--- config.mk ---
export PLATFORM = sky130hd
export DESIGN_NAME = host_frame_sequencer
export DESIGN_NICKNAME = d
export VERILOG_FILES = /design/src/rtl/host_frame_sequencer.sv
export SDC_FILE = /design/constraint.sdc
export NUM_CORES = 1
export LEC_CHECK = 0
export ABC_CLOCK_PERIOD_IN_PS = 4600
export CORE_MARGIN = 2
export CORE_UTILIZATION = 45
export DETAILED_ROUTE_END_ITERATION = 12
export PLACE_DENSITY_LB_ADDON = 0.25
export SLEW_MARGIN = 25
export SYNTH_ARGS = -nofsm -noshare
export SYNTH_HDL_FRONTEND = slang
export SYNTH_SLANG_ARGS = --single-unit
--- constraint.sdc ---
create_clock -name inCLK -period 4.6 [get_ports inCLK]
set_clock_uncertainty 0.15 [all_clocks]
set_input_delay 0.69 -clock inCLK [delete_from_list [all_inputs] [get_ports inCLK]]
set_output_delay 0.69 -clock inCLK [all_outputs]
set_load 0.02 [all_outputs]
--- src/rtl/host_frame_sequencer.sv ---
// Host frame sequencer: scans a completed serializer frame, validates header,
// length and checksum, then streams the payload to the selected target.
module host_frame_sequencer #(
  parameter int NUM_TARGETS = 4,
  parameter int TGT_W       = 2
) (
  input  logic             inCLK,
  input  logic             inRST,
  input  logic             inFrameDone,
  input  logic [8:0]       inFrameLen,
  output logic [7:0]       byteAddr,
  input  logic [7:0]       inByte,
  output logic [7:0]       outData,
  output logic             outValid,
  input  logic             inReady,
  output logic             outLast,
  output logic [TGT_W-1:0] outTarget,
  output logic [7:0]       outOpcode,
  output logic             outBusy,
  output logic             outDone,
  output logic [1:0]       outErr,
  output logic             outDropped
);

  typedef enum logic [2:0] {
    S_IDLE = 3'd0,
    S_SCAN = 3'd1,
    S_EVAL = 3'd2,
    S_SEND = 3'd3,
    S_FIN  = 3'd4
  } state_e;

  localparam logic [7:0] NUM_TGT8 = 8'(NUM_TARGETS);

  state_e state_q, state_d;

  logic [8:0]       len_q, len_d;
  logic [7:0]       acc_q, acc_d;
  logic [7:0]       op_q, op_d;
  logic [7:0]       tgt_q, tgt_d;
  logic [7:0]       plen_q, plen_d;
  logic [7:0]       k_q, k_d;
  logic [7:0]       addr_q, addr_d;
  logic [7:0]       data_q, data_d;
  logic             valid_q, valid_d;
  logic             last_q, last_d;
  logic [TGT_W-1:0] otgt_q, otgt_d;
  logic [7:0]       oop_q, oop_d;
  logic             busy_q, busy_d;
  logic             done_q, done_d;
  logic [1:0]       err_q, err_d;
  logic             drop_q, drop_d;

  logic       scan_last;
  logic       send_last_hs;
  logic [1:0] eval_err;
  logic [8:0] need_len;

  // SCAN walks addr_q as its byte index; the final index is N-1.
  assign scan_last    = ({1'b0, addr_q} == (len_q - 9'd1));
  assign send_last_hs = valid_q && inReady && (k_q == (plen_q - 8'd1));
  assign need_len     = {1'b0, plen_q} + 9'd4;

  always_comb begin
    eval_err = 2'd0;
    if ((len_q < 9'd4) || (len_q != need_len)) begin
      eval_err = 2'd1;
    end else if (tgt_q >= NUM_TGT8) begin
      eval_err = 2'd2;
    end else if (acc_q != 8'd0) begin
      eval_err = 2'd3;
    end
  end

  // State register
  always_ff @(posedge inCLK) begin
    if (inRST) begin
      state_q <= S_IDLE;
    end else begin
      state_q <= state_d;
    end
  end

  // Next-state logic
  always_comb begin
    state_d = state_q;
    case (state_q)
      S_IDLE: if (inFrameDone) state_d = (inFrameLen == 9'd0) ? S_EVAL : S_SCAN;
      S_SCAN: if (scan_last) state_d = S_EVAL;
      S_EVAL: state_d = ((eval_err != 2'd0) || (plen_q == 8'd0)) ? S_FIN : S_SEND;
      S_SEND: if (send_last_hs) state_d = S_FIN;
      S_FIN:  state_d = S_IDLE;
      default: state_d = S_IDLE;
    endcase
  end

  // Output and datapath next-values
  always_comb begin
    len_d   = len_q;
    acc_d   = acc_q;
    op_d    = op_q;
    tgt_d   = tgt_q;
    plen_d  = plen_q;
    k_d     = k_q;
    addr_d  = addr_q;
    data_d  = data_q;
    valid_d = valid_q;
    last_d  = last_q;
    otgt_d  = otgt_q;
    oop_d   = oop_q;
    err_d   = err_q;
    done_d  = 1'b0;
    busy_d  = (state_d != S_IDLE);
    drop_d  = inFrameDone && (state_q != S_IDLE);
    case (state_q)
      S_IDLE: begin
        if (inFrameDone) begin
          len_d  = inFrameLen;
          acc_d  = 8'd0;
          op_d   = 8'd0;
          tgt_d  = 8'd0;
          plen_d = 8'd0;
          k_d    = 8'd0;
          addr_d = (inFrameLen == 9'd0) ? 8'd3 : 8'd0;
        end
      end
      S_SCAN: begin
        acc_d = acc_q ^ inByte;
        if (addr_q == 8'd0) op_d = inByte;
        if (addr_q == 8'd1) tgt_d = inByte;
        if (addr_q == 8'd2) plen_d = inByte;
        addr_d = addr_q + 8'd1;
        if (scan_last) begin
          // Point at the first payload byte so EVAL can load it directly.
          addr_d = 8'd3;
          otgt_d = tgt_d[TGT_W-1:0];
          oop_d  = op_d;
        end
      end
      S_EVAL: begin
        if (state_d == S_SEND) begin
          data_d  = inByte;
          valid_d = 1'b1;
          last_d  = (plen_q == 8'd1);
          addr_d  = 8'd4;
          k_d     = 8'd0;
        end else begin
          err_d  = eval_err;
          done_d = 1'b1;
        end
      end
      S_SEND: begin
        if (valid_q && inReady) begin
          if (send_last_hs) begin
            valid_d = 1'b0;
            last_d  = 1'b0;
            err_d   = 2'd0;
            done_d  = 1'b1;
          end else begin
            data_d = inByte;
            addr_d = addr_q + 8'd1;
            k_d    = k_q + 8'd1;
            last_d = ((k_q + 8'd2) == plen_q);
          end
        end
      end
      default: ;
    endcase
  end

  always_ff @(posedge inCLK) begin
    if (inRST) begin
      len_q   <= 9'd0;
      acc_q   <= 8'd0;
      op_q    <= 8'd0;
      tgt_q   <= 8'd0;
      plen_q  <= 8'd0;
      k_q     <= 8'd0;
      addr_q  <= 8'd0;
      data_q  <= 8'd0;
      valid_q <= 1'b0;
      last_q  <= 1'b0;
      otgt_q  <= '0;
      oop_q   <= 8'd0;
      busy_q  <= 1'b0;
      done_q  <= 1'b0;
      err_q   <= 2'd0;
      drop_q  <= 1'b0;
    end else begin
      len_q   <= len_d;
      acc_q   <= acc_d;
      op_q    <= op_d;
      tgt_q   <= tgt_d;
      plen_q  <= plen_d;
      k_q     <= k_d;
      addr_q  <= addr_d;
      data_q  <= data_d;
      valid_q <= valid_d;
      last_q  <= last_d;
      otgt_q  <= otgt_d;
      oop_q   <= oop_d;
      busy_q  <= busy_d;
      done_q  <= done_d;
      err_q   <= err_d;
      drop_q  <= drop_d;
    end
  end

  assign byteAddr   = addr_q;
  assign outData    = data_q;
  assign outValid   = valid_q;
  assign outLast    = last_q;
  assign outTarget  = otgt_q;
  assign outOpcode  = oop_q;
  assign outBusy    = busy_q;
  assign outDone    = done_q;
  assign outErr     = err_q;
  assign outDropped = drop_q;

endmodule

==> impl_metrics.prom <==
# TYPE chip_impl_metric gauge
chip_impl_info{name="outcome",value="completed"} 1
chip_impl_metric{name="initial_core_util",unit="%"} 46.39
chip_impl_metric{name="grt_antenna_before_repair",unit=""} 0
chip_impl_metric{name="yosys_warnings",unit=""} 0
chip_impl_metric{name="hold_depth",unit=""} 2
chip_impl_metric{name="postCtsHoldBufs",unit=""} 0
chip_impl_metric{name="synth-seq-cells",unit=""} 85
chip_impl_info{name="slowest_stage",value="sky130_fd_sc_hd__nand4b_1"} 1
chip_impl_metric{name="cts.reportedPaths.clkPinSlew",unit="ps"} 90
chip_impl_info{name="cts-root-buf",value="sky130_fd_sc_hd__clkbuf_8"} 1
chip_impl_info{name="type_of_the_worst_setup_path",value="reg2reg"} 1
chip_impl_metric{name="syn-num-nets",unit=""} 639
chip_impl_metric{name="syn_inst",unit=""} 606
chip_impl_metric{name="cts_buf_count",unit=""} 9
chip_impl_metric{name="gp_congestion",unit=""} 0.9052
chip_impl_metric{name="finalNetCount",unit=""} 662
chip_impl_metric{name="final_max_slew_viol_count",unit=""} 0
chip_impl_metric{name="htree_levels",unit=""} 3
chip_impl_metric{name="antennaDiodeCount",unit=""} 0
chip_impl_metric{name="drt-wirelength-per-cell",unit="um"} 16.22
chip_impl_metric{name="grt_first_pass_wirelength",unit="mm"} 20.62
chip_impl_info{name="netlist_top_cells_area",value="sky130_fd_sc_hd__dfxtp_1 (36%), sky130_fd_sc_hd__a21oi_1 (5.9%), sky130_fd_sc_hd__nand2_1 (5.6%)"} 1
chip_impl_metric{name="synth_top_area_share",unit="%"} 35.53
chip_impl_metric{name="grt_use_total",unit="%"} 22.30
chip_impl_metric{name="detailedRoute.firstIterationViolations",unit=""} 236
chip_impl_metric{name="cpPeakStageDelay",unit="ps"} 680
chip_impl_metric{name="vdd_ir_drop_max",unit="V"} 0.0001573
chip_impl_info{name="worst_setup_path_end_kind",value="register"} 1
chip_impl_metric{name="synth_edf_count",unit=""} 0
chip_impl_info{name="timing.hold.worst_endpoint",value="outErr[0]"} 1
chip_impl_metric{name="port_buffers",unit=""} 53
chip_impl_info{name="clock_tree_from_tritoncts",value="yes"} 1
chip_impl_metric{name="gr-total-overflow",unit=""} 0
chip_impl_metric{name="die_ar",unit="sq mm"} 0.01148
chip_impl_metric{name="finalCoreUtilization",unit="%"} 53.56
chip_impl_metric{name="period_share",unit="%"} 78.18
chip_impl_metric{name="cellLeakagePower",unit="uW"} 0.002013
chip_impl_metric{name="final_layout_size_suffix_gt1_share",unit="%"} 7.098
chip_impl_metric{name="coreArea",unit="sq mm"} 0.01032
chip_impl_metric{name="grt_max_degree",unit=""} 51
chip_impl_metric{name="worst-r2r-setup-slack",unit="ps"} 1000
chip_impl_info{name="synth_most_common_cell",value="sky130_fd_sc_hd__dfxtp_1"} 1
chip_impl_metric{name="synth_area",unit="sq mm"} 0.004790
chip_impl_info{name="netlist_top_cells_count",value="sky130_fd_sc_hd__dfxtp_1 (85), sky130_fd_sc_hd__nand2_1 (71), sky130_fd_sc_hd__a21oi_1 (56), sky130_fd_sc_hd__nor2_1 (54), sky130_fd_sc_hd__nand3_1 (37)"} 1
chip_impl_metric{name="die_h",unit="um"} 107.2
chip_impl_metric{name="cts_max_path_buffers",unit=""} 2
chip_impl_metric{name="cp_data_required_time",unit="ps"} 4730
chip_impl_metric{name="syn_to_final_growth",unit="%"} 15.44
chip_impl_info{name="main_synth_ff_type",value="sky130_fd_sc_hd__dfxtp_1"} 1
chip_impl_info{name="cpLargestDelayFamily",value="compound AO/OA/AOI/OAI gates"} 1
chip_impl_info{name="timing.hold.worst.class",value="reg2reg"} 1
chip_impl_metric{name="power_density",unit="mW/mm^2"} 288.2
chip_impl_info{name="timing.critical_path.from_type",value="register"} 1
chip_impl_info{name="worstReg2RegEnd",value="k_q[7]"} 1
chip_impl_metric{name="tns",unit="ps"} 0
chip_impl_info{name="synth_top_area_cell",value="sky130_fd_sc_hd__dfxtp_1"} 1
chip_impl_metric{name="synth-async-reset-ratio",unit="%"} 0
chip_impl_metric{name="via_per_inst",unit=""} 5.890
chip_impl_metric{name="fmax",unit="MHz"} 278.1
chip_impl_metric{name="synth_area_per_cell",unit="sq um"} 7.904
chip_impl_metric{name="clk-insertion-delay-late",unit="ps"} 370
chip_impl_metric{name="floorplan.die.width",unit="um"} 107.2
chip_impl_info{name="rsz_0062_raised_after_global_routing",value="no"} 1
chip_impl_metric{name="final_antenna_net_count",unit=""} 0
chip_impl_metric{name="first_pass_iters",unit=""} 5
chip_impl_metric{name="io_pins",unit=""} 54
chip_impl_metric{name="arrival",unit="ps"} 3730
chip_impl_info{name="worst_r2r_startpoint",value="plen_q[2]"} 1
chip_impl_metric{name="ff2ff_path_depth",unit=""} 10
chip_impl_metric{name="post-cts-setup-buffers",unit=""} 0
chip_impl_info{name="min_from",value="outErr[0]"} 1
chip_impl_metric{name="setup_viol",unit=""} 0
chip_impl_metric{name="crit_buf_inv",unit=""} 1
chip_impl_metric{name="synth-seq-area-share",unit="%"} 35.53
chip_impl_metric{name="post_synth_num_cell_types",unit=""} 66
chip_impl_metric{name="hold_viol_final",unit=""} 0
chip_impl_metric{name="maxCapViolations",unit=""} 0
chip_impl_metric{name="slew_at_the_pin_with_the_worst_max_slew_slack",unit="ps"} 1008
chip_impl_metric{name="drc",unit=""} 0
chip_impl_info{name="critical_path.cell_chain",value="inv_1 > ha_1 > xor2_1 > nor4_1 > o211ai_1 > a211oi_2 > a21oi_2 > nand4b_1 > o31a_1 > o32ai_1"} 1
chip_impl_metric{name="totalWireLength",unit="mm"} 12.49
chip_impl_metric{name="post_cts_resize_count",unit=""} 0
chip_impl_metric{name="clock_sinks",unit=""} 85
chip_impl_metric{name="num_vias",unit=""} 4535
chip_impl_metric{name="hpwl",unit="mm"} 8.932
chip_impl_metric{name="rows",unit=""} 37
chip_impl_metric{name="grt_pass1_vias",unit=""} 4144
chip_impl_metric{name="relSlewSlack",unit="%"} 32.73
chip_impl_metric{name="fin_crit",unit="ps"} 3596
chip_impl_metric{name="critical_path.max_fanout",unit=""} 12
-- worst max path at each step --
stage,end,from,cells after the start
after detailed placement,k_q[7],plen_q[2],10
after global routing,k_q[7],plen_q[2],10
final,k_q[7],plen_q[2],10
after CTS,k_q[7],plen_q[2],10
after floorplan,byteAddr[2],plen_q[3],12
after global placement,k_q[7],plen_q[2],10
-- placed cells by master (no fill, tap or decap), drive strengths merged, types with 3 or more instances in the layout --
cell type	synthesis	final
clkdlybuf4s50	0	52
o211ai	4	4
xnor2	16	16
nor2b	4	4
nor4	10	10
buf	13	3
inv	16	21
nand2	71	71
mux2i	21	21
a22oi	11	11
a211oi	3	3
a311oi	3	3
dfxtp	85	85
ha	12	12
nor2	55	55
nand3b	3	3
nand3	37	37
and2	4	4
nor3	22	22
xor2	16	16
nand4	9	9
o21ai	12	12
and3	10	10
mux2	4	4
o22ai	5	5
a2bb2oi	4	4
nor3b	4	4
or2	12	12
clkbuf	30	9
or4	4	4
o2111ai	3	3
nand2b	6	6
a21oi	57	57
a31oi	6	6
or3	4	4
o32ai	4	4
-- report_power, final --
group	switching (uW)	internal (uW)	total, uW	leakage, uW
registers	30.2	754	785	0.000689
logic	135	99.5	234	0.00122
clock network	310	264	575	0.000105
total	475	1120	1590	0.00201
-- worst reg2reg max path, cell delays in order, from the launching register on --
cell	delay [ps]
sky130_fd_sc_hd__dfxtp_1	600
sky130_fd_sc_hd__inv_1	90
sky130_fd_sc_hd__ha_1	310
sky130_fd_sc_hd__xor2_1	140
sky130_fd_sc_hd__nor4_1	200
sky130_fd_sc_hd__o211ai_1	160
sky130_fd_sc_hd__a211oi_2	350
sky130_fd_sc_hd__a21oi_2	160
sky130_fd_sc_hd__nand4b_1	680
sky130_fd_sc_hd__o31a_1	480
sky130_fd_sc_hd__o32ai_1	190
-- cells by family (layout without fill, tap and decap cells) --
logic type / after synthesis / count (layout) / share of synthesized area [%]
AND/OR/NAND/NOR: 262 / 262 / 27.17
AO/OA/AOI/OAI: 130 / 130 / 17.82
flip-flops: 85 / 85 / 35.53
buffers and inverters: 60 / 88 / 5.172
XOR/XNOR: 32 / 32 / 5.851
multiplexers: 25 / 25 / 5.329
adder cells (fa/ha/maj): 12 / 12 / 3.135
-- metrics by stage --
stage | setup slack (ps) | hold WS (ps) | instances | cell area, sq um | power [uW]
floorplan | 1719 | 292.4 | 606 | 4790 | 962.0
global placement | 1201 | 293.7 | 754 | 5316 | 1028
detailed placement | 1085 | 295.7 | 754 | 5316 | 1033
CTS | 1047 | 308.0 | 770 | 5527 | 1609
global route | 740.6 | 341.7 | 770 | 5529 | 1661
finish | 1004 | 309.3 | 770 | 5529 | 1594
-- registers in the layout, indices dropped and copies added, names as in the netlist, 2 cells and up --
| register | cells |
|---|---|
| state_q | 3 |
| outTarget | 2 |
| k_q | 8 |
| acc_q | 8 |
| outErr | 2 |
| op_q | 8 |
| byteAddr | 8 |
| plen_q | 8 |
| outOpcode | 8 |
| tgt_q | 8 |
| outData | 8 |
| len_q | 9 |
-- per-layer routing --
layer	up-vias	wire length [um]	part of all wire [%]	track usage, %
met2	165	5894	47	36.44
met1	2135	5616	45	29.12
met5	-	0	0	0
li1	2217	-	-	-
met3	18	783	6.3	4.681
met4	0	198	1.6	7.699
-- cell type report --
cell class                 count  area (sq um)
tap                          136         170.2
clock buffer                   9         123.9
fill                         968          4795
timing repair buffer          55         540.5
clock inverter                 7         86.33
inverter                      17         63.81
sequential                    85          1702
multi-input combinational    461          2843
Power figures use the tool's default switching activity.
